`config.mk`:
```
export PLATFORM = sky130hd
export DESIGN_NAME = load_store_unit
export DESIGN_NICKNAME = d
export VERILOG_FILES = /design/src/rtl/lsu_pkg.sv /design/src/rtl/lsu_lane_align.sv /design/src/rtl/load_store_unit.sv
export SDC_FILE = /design/constraint.sdc
export NUM_CORES = 1
export LEC_CHECK = 0
export ABC_AREA = 1
export CAP_MARGIN = 10
export CORE_ASPECT_RATIO = 1.75
export CORE_UTILIZATION = 44
export CTS_CLUSTER_SIZE = 24
export DETAILED_ROUTE_END_ITERATION = 8
export GPL_ROUTABILITY_DRIVEN = 0
export PLACE_DENSITY = 0.8
export RECOVER_POWER = 100
export SYNTH_ARGS = -nofsm -noshare
export SYNTH_HDL_FRONTEND = slang
export SYNTH_SLANG_ARGS = --single-unit
```
`constraint.sdc`:
```
create_clock -name clk -period 1.99 [get_ports clk]
set_clock_uncertainty 0.05 [all_clocks]
set_input_delay 0.398 -clock clk [delete_from_list [all_inputs] [get_ports clk]]
set_output_delay 0.398 -clock clk [all_outputs]
set_load 0.005 [all_outputs]
```
`src/rtl/lsu_pkg.sv`:
```
// Shared constants, state encodings and the alignment-check helper for the
// load/store unit.
package lsu_pkg;

    localparam logic [1:0] SZ_BYTE = 2'b00;
    localparam logic [1:0] SZ_HALF = 2'b01;
    localparam logic [1:0] SZ_WORD = 2'b10;
    localparam logic [1:0] SZ_ILL  = 2'b11;

    localparam logic [1:0] IDLE = 2'b00;
    localparam logic [1:0] WAIT = 2'b01;
    localparam logic [1:0] DONE = 2'b10;

    localparam int TIMEOUT_MAX = 255;
    localparam int CNT_W       = $clog2(TIMEOUT_MAX + 1);

    // Illegal size is treated as misaligned so both share the error path.
    function automatic logic is_misaligned(input logic [1:0] size, input logic [1:0] off);
        logic bad;
        case (size)
            SZ_BYTE: bad = 1'b0;
            SZ_HALF: bad = off[0];
            SZ_WORD: bad = (off != 2'b00);
            default: bad = 1'b1;
        endcase
        return bad;
    endfunction

endpackage

```
`src/rtl/lsu_lane_align.sv`:
```
// Combinational byte-lane steering: store-side enables/replication and
// load-side extraction with sign or zero extension.
module lsu_lane_align
    import lsu_pkg::*;
(
    input  logic [1:0]  st_size,
    input  logic [1:0]  st_off,
    input  logic [31:0] wdata,
    output logic [3:0]  be,
    output logic [31:0] wdata_rep,
    input  logic [1:0]  ld_size,
    input  logic [1:0]  ld_off,
    input  logic        sign_ext,
    input  logic [31:0] mem_rdata,
    output logic [31:0] ld_data
);

    logic [15:0] lane_s;

    // Store path: enables and lane-replicated write data
    always_comb begin
        be        = 4'b0000;
        wdata_rep = 32'h0000_0000;
        case (st_size)
            SZ_BYTE: begin
                be        = 4'b0001 << st_off;
                wdata_rep = {4{wdata[7:0]}};
            end
            SZ_HALF: begin
                be        = st_off[1] ? 4'b1100 : 4'b0011;
                wdata_rep = {2{wdata[15:0]}};
            end
            SZ_WORD: begin
                be        = 4'b1111;
                wdata_rep = wdata;
            end
            default: begin
                be        = 4'b0000;
                wdata_rep = 32'h0000_0000;
            end
        endcase
    end

    // Load path: shift addressed lane down, then extend
    always_comb begin
        lane_s  = 16'(mem_rdata >> {ld_off, 3'b000});
        ld_data = 32'h0000_0000;
        case (ld_size)
            SZ_BYTE: ld_data = {{24{sign_ext & lane_s[7]}}, lane_s[7:0]};
            SZ_HALF: ld_data = {{16{sign_ext & lane_s[15]}}, lane_s};
            SZ_WORD: ld_data = mem_rdata;
            default: ld_data = 32'h0000_0000;
        endcase
    end

endmodule

```
`src/rtl/load_store_unit.sv`:
```
// Data-memory access stage: issues one bus transaction per load/store, stalls
// the pipeline while it is outstanding, and returns aligned load data.
module load_store_unit
    import lsu_pkg::*;
#(
    parameter int TIMEOUT = 16
) (
    input  logic        clk,
    input  logic        rst,
    input  logic        req,
    input  logic        we,
    input  logic [1:0]  size,
    input  logic        sign_ext,
    input  logic [31:0] addr,
    input  logic [31:0] wdata,
    output logic        stall,
    output logic        done,
    output logic        err,
    output logic [31:0] rdata,
    output logic        mem_req,
    output logic        mem_we,
    output logic [29:0] mem_addr,
    output logic [3:0]  mem_be,
    output logic [31:0] mem_wdata,
    input  logic [31:0] mem_rdata,
    input  logic        mem_ack
);

    logic [1:0]       state_r;
    logic [CNT_W-1:0] cnt_r;
    logic [1:0]       size_r;
    logic [1:0]       off_r;
    logic             sext_r;
    logic [3:0]       be_s;
    logic [31:0]      wdata_rep_s;
    logic [31:0]      ld_data_s;
    logic             bad_s;
    logic             timeout_s;

    lsu_lane_align u_align (
        .st_size   (size),
        .st_off    (addr[1:0]),
        .wdata     (wdata),
        .be        (be_s),
        .wdata_rep (wdata_rep_s),
        .ld_size   (size_r),
        .ld_off    (off_r),
        .sign_ext  (sext_r),
        .mem_rdata (mem_rdata),
        .ld_data   (ld_data_s)
    );

    // Request decode, timeout detect and pipeline stall
    always_comb begin
        bad_s     = is_misaligned(size, addr[1:0]);
        timeout_s = (cnt_r == CNT_W'(TIMEOUT - 1));
        if (state_r == WAIT) begin
            stall = 1'b1;
        end else if (state_r == IDLE) begin
            stall = req;
        end else begin
            stall = 1'b0;
        end
    end

    // FSM, request capture, timeout counter and registered outputs
    always_ff @(posedge clk) begin
        if (rst) begin
            state_r   <= IDLE;
            cnt_r     <= {CNT_W{1'b0}};
            size_r    <= 2'b00;
            off_r     <= 2'b00;
            sext_r    <= 1'b0;
            done      <= 1'b0;
            err       <= 1'b0;
            rdata     <= 32'h0000_0000;
            mem_req   <= 1'b0;
            mem_we    <= 1'b0;
            mem_addr  <= 30'h0000_0000;
            mem_be    <= 4'b0000;
            mem_wdata <= 32'h0000_0000;
        end else begin
            case (state_r)
                IDLE: begin
                    if (req && bad_s) begin
                        state_r <= DONE;
                        done    <= 1'b1;
                        err     <= 1'b1;
                        rdata   <= 32'h0000_0000;
                    end else if (req) begin
                        state_r   <= WAIT;
                        cnt_r     <= {CNT_W{1'b0}};
                        size_r    <= size;
                        off_r     <= addr[1:0];
                        sext_r    <= sign_ext;
                        mem_req   <= 1'b1;
                        mem_we    <= we;
                        mem_addr  <= addr[31:2];
                        mem_be    <= be_s;
                        mem_wdata <= wdata_rep_s;
                    end else begin
                        state_r <= IDLE;
                    end
                end
                WAIT: begin
                    // An ack in the timeout cycle still completes cleanly.
                    if (mem_ack && mem_req) begin
                        state_r <= DONE;
                        mem_req <= 1'b0;
                        done    <= 1'b1;
                        err     <= 1'b0;
                        rdata   <= mem_we ? 32'h0000_0000 : ld_data_s;
                    end else if (timeout_s) begin
                        state_r <= DONE;
                        mem_req <= 1'b0;
                        done    <= 1'b1;
                        err     <= 1'b1;
                        rdata   <= 32'h0000_0000;
                    end else begin
                        cnt_r <= cnt_r + {{(CNT_W-1){1'b0}}, 1'b1};
                    end
                end
                DONE: begin
                    state_r <= IDLE;
                    done    <= 1'b0;
                    err     <= 1'b0;
                end
                default: begin
                    state_r <= IDLE;
                    done    <= 1'b0;
                    err     <= 1'b0;
                    mem_req <= 1'b0;
                end
            endcase
        end
    end

endmodule
```
==> impl_metrics.yaml <==
run_status:
  outcome: "finished clean"
worst_setup_path:
  reg2reg_slack_ps: 200
  cpMaxStageDelayCell: "dlygate4sd3_1"
  worstReg2RegStart: "cnt_r[0]"
  cpPeakStageDelay_ps: 620
  crit_family: "buffers and inverters"
  path_class: "reg -> out"
  startpoint: "done"
  required_ps: 1540
  crit_buf_inv: 1
  start_kind: "flop"
  path_max_fanout: 2
  path_cells: "dlygate4sd3_1"
  r2r-end: "rdata[17]"
  reg2reg_depth: 7
  crit_arrival_ps: 1380
  end_kind: "output port"
finish:
  diodes: 0
  utilization_pct: 70.29
  fillerInstances: 992
  layout.nets: 1132
  fin_cells: 1177
  area_growth_pct: 56.54
  drive_above_1_share_pct: 7.692
timing:
  fin_crit_sh_pct: 92.01
  setup_ws_ps: 159.0
  slew_violations: 0
  fmax_mhz: 546.2
  hold_slack_ps: 409.0
  hold_viol_final: 0
  rsz0062_at_grt: "false"
  finalSetupViolCount: 0
  relSlewSlack_pct: 72.13
  tightest_slew_ps: 413.6
  min_period_ps: 1831
clock_network:
  cts_buffers: 17
  clockRootBuffer: "clkbuf_16"
  post_cts_buffers: 0
  cts_tree: "built"
  h-tree-depth: 4
  clkLatencyLatePin_ps: 400
  path_clk_slew_ps: 60
  numClockSinks: 117
  hold_buffers: 0
  cts_buffer_depth: 2
yosys:
  ys_seq_area_share_pct: 43.70
  synth_most_common_cell: "nand2_1"
  yosysTopAreaCellShare_pct: 43.70
  yosys_warnings: 0
  synthFlopType: "dfxtp_1"
  synthArstFlopShare_pct: 0
  synth_nets: 913
  synth_edf_count: 0
  synthTopCellsByArea: "dfxtp_1, nand2_1, a21oi_1, o21ai_0, nand3_1"
  yosys_register_bits: 117
  synth_common_cells: "nand2_1, dfxtp_1, a21oi_1, o21ai_0, nand3_1"
  syn_avg_cell_area_um2: 6.634
  synth_largest_area_cell: "dfxtp_1"
  synthCells: 808
  synthesis.area_mm2: 0.005360
  ys_types: 25
place:
  place_inst: 1145
  dpl.hpwl_um: 12580
  dp_slack_ps: -150.0
  port_buffers: 206
global_route:
  grt_max_degree: 87
  antenna_found_initial: 0
  grt_usage_pct: 28.10
  overflow: 0
  grt_pass1_wl_um: 27920
  grt_pass1_vias: 5842
min_path:
  hold_depth: 2
  hold_start: "rdata[6]"
  worst_hold_path_type: "reg -> reg"
  min_to: "rdata[6]"
pwr:
  power_density_mw_per_mm2: 813.2
  leakage_nw: 3.675
  power_mw: 6.823
  peakVddDrop_v: 0.0007738
detailed_routing:
  antenna_left: 0
  via_count: 6185
  post_drt_via_cell_ratio: 5.255
  drt_wl_total_um: 17610
  drtIter0Drc: 321
  drt-pass1-iter-count: 6
  wl_per_cell_um: 14.96
  route.detailed.drc: 0
floorplanning:
  die_h_um: 148.0
  rows: 53
  die_w_um: 85.44
  start_util_pct: 44.91
  die_area_mm2: 0.01265
  io-pin-count: 207
  coreArea_mm2: 0.01194
run:
  cap_viol_max_count: 0
-- metrics by stage --
step | instance area (µm²) | TNS [ps]
finish | 8391 | 0
global route | 8391 | 0
CTS | 8404 | 0
detailed placement | 7800 | -9468
global placement | 7800 | -7096
floorplan | 5360 | 0
-- state kept, by name (all words and copies together), names as in the netlist --
| signal | cells |
|---|---|
| rdata | 32 |
| cnt_r | 8 |
| mem_addr | 30 |
| mem_be | 4 |
| off_r | 2 |
| mem_we | 1 |
| size_r | 2 |
| done | 1 |
| sext_r | 1 |
| mem_wdata | 32 |
| err | 1 |
| mem_req | 1 |
| state_r | 2 |
-- worst max-delay path by stage --
stage,endpoint,slack [ps],depth (start not counted)
6_report,done,160,1
5_1_grt,rdata[24],50,9
4_1_cts,stall,180,5
3_5_place_dp,rdata[10],-150,9
3_3_place_gp,mem_wdata[8],-100,7
2_1_floorplan,rdata[0],350,7
-- routing by layer --
layer | part of all wire, % | up-vias | GRT usage [%]
li1 | - | 3072 | -
met1 | 37 | 2798 | 29.38
met2 | 54 | 267 | 52.48
met3 | 5.9 | 48 | 6.253
met4 | 3.3 | 0 | 12.58
met5 | 0 | - | 0
-- final cells by class --
type | instances | area (µm²) | area share, %
Multi-Input combinational cell | 598 | 2628 | 31.32
Timing Repair Buffer | 248 | 2475 | 29.50
Sequential cell | 117 | 2342 | 27.92
Clock buffer | 19 | 432.9 | 5.160
Clock inverter | 13 | 172.7 | 2.058
Tap cell | 137 | 171.4 | 2.043
Inverter | 45 | 168.9 | 2.013
-- cell usage in the layout (no fill, tap or decap), drive strengths merged --
cell,n
a21oi,94
a31oi,16
buf,40
bufinv,3
clkbuf,22
clkdlybuf4s50,102
clkinv,4
clkinvlp,4
dfxtp,117
dlygate4sd2,1
dlygate4sd3,102
ha,1
inv,47
nand2,296
nand3,58
nand4,4
nor2,54
nor3,2
o211ai,6
o21ai,66
or2,1
-- power by group --
| part | leakage, nW | total [mW] | switching, mW | internal, mW |
|---|---|---|---|---|
| registers | 0.950 | 2.51 | 0.0573 | 2.45 |
| clock network | 0.281 | 3.13 | 1.15 | 1.99 |
| logic | 2.44 | 1.18 | 0.604 | 0.574 |
| total | 3.68 | 6.82 | 1.81 | 5.01 |
-- what timing repair did --
item | CTS | global route
gates resized for setup | 1 | 0
endpoints found under the hold margin | 0 | 0
setup endpoints to repair | 1 | 0
-- kinds of logic (layout without fill, tap and decap cells) --
family / count (synthesis) / after routing / synth area share, %
DFF: 117 / 117 / 43.70
and+or+nand+nor: 415 / 415 / 31.16
AOI/OAI and AO/OA: 182 / 182 / 17.72
buffers and inverters: 93 / 325 / 7.189
adders and majority gates: 1 / 1 / 0.2334
-- worst register-to-register path, stage by stage (launching register included) --
cell,delay [ps]
dfxtp_1,420
ha_1,250
nand3_1,120
o21ai_2,240
nand3_1,200
buf_12,220
nand2_1,100
a21oi_1,70
Power figures use the tool's default switching activity.
